[config.mk]
export PLATFORM = sky130hd
export DESIGN_NAME = bus_poller
export DESIGN_NICKNAME = d
export VERILOG_FILES = /design/src/rtl/bus_poller.sv
export SDC_FILE = /design/constraint.sdc
export NUM_CORES = 1
export LEC_CHECK = 0
export BUFFER_PORTS_ARGS = -buffer_cell sky130_fd_sc_hd__buf_2
export CAP_MARGIN = 20
export CELL_PAD_IN_SITES_DETAIL_PLACEMENT = 1
export CELL_PAD_IN_SITES_GLOBAL_PLACEMENT = 1
export CORE_MARGIN = 2
export CORE_UTILIZATION = 28
export DETAILED_ROUTE_END_ITERATION = 8
export GPL_ROUTABILITY_DRIVEN = 0
export GPL_TIMING_DRIVEN = 1
export HOLD_SLACK_MARGIN = 0.12
export PLACE_DENSITY_LB_ADDON = 0.25
export SKIP_LAST_GASP = 1
export SLEW_MARGIN = 40
export SYNTH_ARGS = -nofsm -noshare
export SYNTH_HDL_FRONTEND = slang
export SYNTH_SLANG_ARGS = --single-unit
export TNS_END_PERCENT = 5
[constraint.sdc]
create_clock -name clk -period 3.6 [get_ports clk]
set_input_delay 0.72 -clock clk [delete_from_list [all_inputs] [get_ports clk]]
set_output_delay 0.72 -clock clk [all_outputs]
set_load 0.01 [all_outputs]
[src/rtl/bus_poller.sv]
// Request-driven peripheral bus master: single write, single read, or masked poll
// of one register with a bounded read count and a fixed idle gap between reads.
module bus_poller #(
    parameter int unsigned POLL_LIMIT = 1000,
    parameter int unsigned POLL_GAP   = 1
) (
    input  logic       clk,
    input  logic       rst,
    input  logic       req_valid,
    output logic       req_ready,
    input  logic [1:0] req_op,
    input  logic [1:0] req_addr,
    input  logic [7:0] req_data,
    input  logic [7:0] req_mask,
    output logic       rsp_valid,
    output logic [7:0] rsp_data,
    output logic       rsp_err,
    output logic       cs,
    output logic       we,
    output logic [1:0] addr,
    output logic [7:0] dbw,
    input  logic [7:0] dbr
);

    typedef enum logic [2:0] {
        ST_IDLE,
        ST_WRITE,
        ST_READ,
        ST_POLL_RD,
        ST_POLL_GAP,
        ST_RESP
    } state_e;

    typedef enum logic [1:0] {
        OP_WRITE = 2'b00,
        OP_READ  = 2'b01,
        OP_POLL  = 2'b10,
        OP_RSVD  = 2'b11
    } op_e;

    localparam logic [15:0] LIMIT    = 16'(POLL_LIMIT);
    localparam logic [7:0]  GAP_LAST = 8'(POLL_GAP - 1);

    state_e      state_q, state_d;
    logic        cs_q, cs_d;
    logic        we_q, we_d;
    logic [1:0]  addr_q, addr_d;
    logic [7:0]  dbw_q, dbw_d;
    logic [7:0]  data_q, data_d;
    logic [7:0]  mask_q, mask_d;
    logic [7:0]  rsp_data_q, rsp_data_d;
    logic        rsp_err_q, rsp_err_d;
    logic [15:0] cnt_q, cnt_d;
    logic [7:0]  gap_q, gap_d;

    logic        accept;
    logic        match;
    logic [15:0] cnt_inc;

    assign req_ready = (state_q == ST_IDLE) && !rst;
    assign accept    = req_valid && req_ready;
    assign match     = ((dbr ^ data_q) & mask_q) == 8'h00;
    assign cnt_inc   = cnt_q + 16'd1;

    always_comb begin
        state_d    = state_q;
        addr_d     = addr_q;
        dbw_d      = '0;
        data_d     = data_q;
        mask_d     = mask_q;
        rsp_data_d = rsp_data_q;
        rsp_err_d  = rsp_err_q;
        cnt_d      = cnt_q;
        gap_d      = gap_q;

        case (state_q)
            ST_IDLE: begin
                if (accept) begin
                    data_d = req_data;
                    mask_d = req_mask;
                    case (op_e'(req_op))
                        OP_WRITE: begin
                            state_d = ST_WRITE;
                            addr_d  = req_addr;
                            dbw_d   = req_data;
                        end
                        OP_READ: begin
                            state_d = ST_READ;
                            addr_d  = req_addr;
                        end
                        OP_POLL: begin
                            state_d = ST_POLL_RD;
                            addr_d  = req_addr;
                            cnt_d   = '0;
                            gap_d   = '0;
                        end
                        OP_RSVD: begin
                            // no bus cycle, so addr keeps its previous value
                            state_d    = ST_RESP;
                            rsp_data_d = '0;
                            rsp_err_d  = 1'b1;
                        end
                    endcase
                end
            end

            ST_WRITE: begin
                state_d    = ST_RESP;
                rsp_data_d = '0;
                rsp_err_d  = 1'b0;
            end

            ST_READ: begin
                state_d    = ST_RESP;
                rsp_data_d = dbr;
                rsp_err_d  = 1'b0;
            end

            ST_POLL_RD: begin
                cnt_d = cnt_inc;
                // response regs only move on the final read so they hold outside RESP
                if (match) begin
                    state_d    = ST_RESP;
                    rsp_data_d = dbr;
                    rsp_err_d  = 1'b0;
                end else if (cnt_inc == LIMIT) begin
                    state_d    = ST_RESP;
                    rsp_data_d = dbr;
                    rsp_err_d  = 1'b1;
                end else begin
                    state_d = ST_POLL_GAP;
                    gap_d   = '0;
                end
            end

            ST_POLL_GAP: begin
                if (gap_q == GAP_LAST) begin
                    state_d = ST_POLL_RD;
                    gap_d   = '0;
                end else begin
                    gap_d = gap_q + 8'd1;
                end
            end

            ST_RESP: begin
                state_d = ST_IDLE;
            end

            default: begin
                state_d = ST_IDLE;
            end
        endcase

        // bus strobes are registered copies of the state being entered
        cs_d = (state_d == ST_WRITE) || (state_d == ST_READ) || (state_d == ST_POLL_RD);
        we_d = (state_d == ST_WRITE);
    end

    always_ff @(posedge clk or posedge rst) begin
        if (rst) begin
            state_q    <= ST_IDLE;
            cs_q       <= 1'b0;
            we_q       <= 1'b0;
            addr_q     <= '0;
            dbw_q      <= '0;
            data_q     <= '0;
            mask_q     <= '0;
            rsp_data_q <= '0;
            rsp_err_q  <= 1'b0;
            cnt_q      <= '0;
            gap_q      <= '0;
        end else begin
            state_q    <= state_d;
            cs_q       <= cs_d;
            we_q       <= we_d;
            addr_q     <= addr_d;
            dbw_q      <= dbw_d;
            data_q     <= data_d;
            mask_q     <= mask_d;
            rsp_data_q <= rsp_data_d;
            rsp_err_q  <= rsp_err_d;
            cnt_q      <= cnt_d;
            gap_q      <= gap_d;
        end
    end

    assign rsp_valid = (state_q == ST_RESP);
    assign rsp_data  = rsp_data_q;
    assign rsp_err   = rsp_err_q;
    assign cs        = cs_q;
    assign we        = we_q;
    assign addr      = addr_q;
    assign dbw       = dbw_q;

endmodule

**Yosys cells after proc, flatten, opt, wreduce, memory -nomap -nowiden**

Cells that the tools add are included.

- $add $sub $neg: 2
- Equality and inequality tests: 18
- Mux-type cells: 28
- Bitwise logic cells: 2
- Reduce and logical (&&, ||, !) cells: 21

Operators by type and width:

| kind | number |
|---|---|
| $mux W8 | 12 |
| $mux W16 | 2 |
| $pmux W16 S2 | 1 |
| $pmux W8 S4 | 1 |
| $pmux W3 S4 | 2 |
| $pmux W8 S3 | 1 |
| $add A16 B1 Y16 const B | 1 |
| $eq A16 B10 Y1 const B | 1 |
| $logic_not A8 Y1 | 2 |
| $eq A3 B2 Y1 const B | 4 |
| $add A8 B1 Y8 const B | 1 |
| $and A8 B8 Y8 | 1 |
| $reduce_and A4 Y1 | 2 |
| $xor A8 B8 Y8 | 1 |
| $eq A3 B1 Y1 const B | 2 |
| $eq A3 B3 Y1 const B | 2 |
| $mux W1 | 6 |
| $mux W3 | 2 |
| $ne A2 B2 Y1 const B | 3 |
| $reduce_and A3 Y1 | 2 |
| $reduce_bool A3 Y1 | 2 |
| $reduce_and A5 Y1 | 1 |
| $eq A2 B2 Y1 const B | 2 |
| $ne A2 B1 Y1 const B | 2 |
| 13 further kinds | 15 |

- Bits in registers: 64
- Input bits: 31
- Output and inout port bits: 23
- Word-level logic and storage cells: 82

**Depth between registers and ports, before layout**

- Depth after elaboration: 8
- Gate-level depth with buffers: 9
- Mapped depth without buffers: 8

**Worst setup path before layout**

Ideal clock, no wire load.

- Path kind: input-to-reg
- Start: input rst
- End: register rsp_data_q[0] (netlist: rsp_data[0])
- Library setup time: 0.124 ns
- Arrival time: 2.140 ns
- Required time: 3.476 ns
- Setup slack: 1.336 ns
- Stages on the path: 6
- Buffers on the path: 0
- Cell sequence: nor4_2 and2_1 a21oi_1 a32o_1 a21o_1 a211o_1

- Cells in the longest elaborated chain, start to end: 5

Ends and longest elaborated chain:

| element | RTL line | RTL |
|---|---|---|
| start, declared | 8 | `input logic rst,` |
| $logic_not A1 Y1 (no source line) | n/a |  |
| $logic_and A1 B1 Y1 | 60 | `assign req_ready = (state_q == ST_IDLE) && !rst;` |
| $logic_and A1 B1 Y1 | 61 | `assign accept = req_valid && req_ready;` |
| $ne A2 B2 Y1 (no source line) | n/a |  |
| $reduce_and A4 Y1 (no source line) | n/a |  |
| end signal, assigned | 180 | `rsp_data_q <= rsp_data_d;` |
| end, declared | 51 | `logic [7:0] rsp_data_q, rsp_data_d;` |

No other way between the ends.
A chain may end at the register's enable or synchronous reset.

**Worst setup path in the final report**

- Start: register cnt_q[0]
- End: register rsp_data_q[2] (netlist: rsp_data[2])

- Cells in the longest elaborated chain, start to end: 4

Ends and longest elaborated chain:

| element | RTL line | RTL |
|---|---|---|
| start, declared | 53 | `logic [15:0] cnt_q, cnt_d;` |
| start signal, assigned | 182 | `cnt_q <= cnt_d;` |
| $add A16 B1 Y16 | 63 | `assign cnt_inc = cnt_q + 16'd1;` |
| $eq A16 B10 Y1 | 126 | `end else if (cnt_inc == LIMIT) begin` |
| $ne A3 B3 Y1 (no source line) | n/a |  |
| $reduce_and A4 Y1 (no source line) | n/a |  |

No other way between the ends.

==> out/metrics.cfg <==
[outcome]
status = finished clean

[power]
power.leakage_nw = 2.12
sw_frac_of_total_pct = 39.8
seq_power_share_pct = 39.9
comb_power_share_pct = 33.9
intPower_w = 0.00192
p_switching_w = 0.00127
clockPowerShare_pct = 26.2
cellPowerDensity_mw_per_mm2 = 737
vdd_drop_max_v = 0.000284

[logic_synthesis]
synth_ff_type = dfrtp_1
synth-async-reset-ratio_pct = 100
yosys.cell_types.count = 56
avgSynthCellArea_um2 = 9.26
seq_area_frac_synth_pct = 43.9
yosys_warnings = 0
synth_seq_cells = 64
syn_nets = 434
synth-edff-count = 0
syn_inst = 394
syn_area_mm2 = 0.00365

[timing]
drv_slew = 0
rsz0062_at_grt = false
fin_skew_ps = 6.49
hold_viol = 0
fmax_ghz = 0.391
finalSetupViolations = 0
tightest_slew_ps = 733
fin_crit_ps = 2560
setup_slack_ps = 1040
whs_ps = 484
max_slew_margin_pct = 51.0
fin_crit_sh_pct = 71.1
fin_tns_setup_ps = 0

[route]
drt_drc_violations_left = 0
first_iter_violations = 148
via_count = 3138
final_antenna_net_count = 0
routed_wl_um = 10300
viasPerCell = 5.05
wl_per_cell_um = 16.5
dr.pass1.iters = 4

[grt]
grt_pass1_wl_um = 17100
antenna_found_initial = 0
grt_max_degree = 29
grt-ovfl-total = 0
grt.total_usage_pct = 15.4
grt_pass1_vias = 3265

[placement]
pre_cts_ws_ps = 848
place_hpwl_um = 7180
place_inst = 605
port_buffers = 53

[floorplan]
die-width_um = 118
io_pins = 54
floorplan.initialDensity_pct = 28.8
die_y_um = 118
rows = 41
core_area_mm2 = 0.0127
die_area_mm2 = 0.0140

[clock_tree]
cts_tree = yes
post-cts-setup-buffer-count = 0
clkSinkCount = 64
clk_pin_slew_ps = 60
holdBufCountCts = 0
htree_levels = 3
cts-root-buf = clkbuf_16
cts_made_buffers = 9
cts_max_path_buffers = 2
cts_resized = 0
clkLatencyLatePin_ps = 340

[final_layout]
finalNonFillerCells = 621
final_nets = 484
fillerInstances = 1508
area_growth_pct = 18.7
diodes = 0
layout_common_cells = nand2_1, dfrtp_1, buf_2
final_common_cell = nand2_1
drive_gt1_share_pct = 21.6
final_util_pct = 34.2

[job]
maxCapViolCount = 0

[setup_path]
critPathCapture = rsp_data[2]
cp.arrival_ps = 2780
cp-end-kind = flip-flop
r2r_cells = 7
path_class = reg2reg
start_kind = flip-flop
worstPathRequired_ps = 3820
r2r_end = rsp_data[2]
crit_path_start = cnt_q[0]
r2r-start = cnt_q[0]
rrSetupSlack_ps = 1040
critical_path.max_fanout = 19

[min_path]
hold_path_depth = 2
hp-class = reg2reg

## logic make-up after synthesis
| family | share of synthesized area, % |
|---|---|
| simple gates | 24.7 |
| compound gates | 18.9 |
| flops | 43.9 |
| buf+inv | 5.04 |
| xor+xnor | 3.84 |
| fa+ha+maj | 3.09 |
| mux | 0.617 |
## power by group through the flow
stage	registers (W)	logic (W)	clock network [W]
after CTS	0.00127	0.00110	0.000864
after global routing	0.00133	0.00122	0.000888
after global placement	0.00127	0.00106	0
final	0.00127	0.00108	0.000836
after detailed placement	0.00128	0.00109	0
after floorplan	0.00118	0.000843	0
## final cells by class
| class | instances | area (µm²) | share of cell area, % |
|---|---|---|---|
| multi-input cells | 296 | 1870 | 43.1 |
| flip-flops and latches | 64 | 1600 | 37.0 |
| repair buffers | 59 | 310 | 7.17 |
| clock buffers | 10 | 239 | 5.52 |
| well taps | 172 | 215 | 4.97 |
| inverters | 14 | 52.6 | 1.21 |
| clock inverters | 6 | 43.8 | 1.01 |
## synth_stat cells (all sizes together), types with 2 or more instances
| cell type | n | area share [%] |
|---|---|---|
| a211o | 8 | 1.9 |
| a211oi | 2 | 0.41 |
| a21o | 10 | 2.1 |
| a21oi | 8 | 1.1 |
| a221oi | 2 | 0.82 |
| a22oi | 8 | 1.6 |
| a31oi | 3 | 0.51 |
| a32o | 8 | 2.2 |
| and2 | 11 | 2.0 |
| and3 | 9 | 1.6 |
| and3b | 3 | 0.72 |
| and4 | 3 | 0.79 |
| buf | 12 | 2.8 |
| clkbuf | 8 | 0.82 |
| dfrtp | 64 | 44 |
| ha | 9 | 3.1 |
| inv | 14 | 1.4 |
| mux2 | 2 | 0.62 |
| nand2 | 71 | 7.3 |
| nand3 | 10 | 1.6 |
| nand3b | 3 | 0.62 |
| nand4 | 7 | 1.2 |
| nor2 | 34 | 3.6 |
| nor3 | 18 | 2.7 |
| nor4 | 5 | 1.6 |
| o211ai | 2 | 0.41 |
| o21ai | 27 | 3.7 |
| o31ai | 4 | 1.2 |
| xnor2 | 2 | 0.48 |
| xor2 | 14 | 3.4 |
## state kept, by name (all words and copies together), names as in the netlist
register and count:
gap_q 8, mask_q 8, addr 2, dbw 8
rsp_data 8, rsp_err 1, we 1, state_q 3
cs 1, data_q 8, cnt_q 16
## critical path: stages (launching register included)
cell and delay (ps):
dfrtp_1 470, ha_1 310, nand3_2 210, nor4_4 360, nor3_1 120, o221ai_4 570
nor3_1 140, a211o_1 260
## worst min path at each step
| stage | startpoint | to | slack (ps) |
|---|---|---|---|
| 4_1_cts | mask_q[4] | mask_q[4] | 480 |
| 5_1_grt | mask_q[6] | mask_q[6] | 520 |
| 6_report | mask_q[4] | mask_q[4] | 480 |
| 3_3_place_gp | mask_q[7] | mask_q[7] | 460 |
| 2_1_floorplan | mask_q[1] | mask_q[1] | 450 |
| 3_5_place_dp | mask_q[4] | mask_q[4] | 470 |
## per-stage QoR
step / instance area [µm²] / total power [W]
finish: 4330 / 0.00319
global route: 4330 / 0.00344
CTS: 4330 / 0.00324
detailed placement: 4050 / 0.00237
global placement: 4040 / 0.00233
floorplan: 3650 / 0.00203
## metal layers
layer  wire length [µm]  track usage (%)  vias up
li1                   -                -     1502
met1               4820             20.0     1570
met2               4850             24.7       54
met3                437             4.05       12
met4                147             5.20        0
met5                  0                0        -
Note: power is estimated with default switching activity, not from simulation.
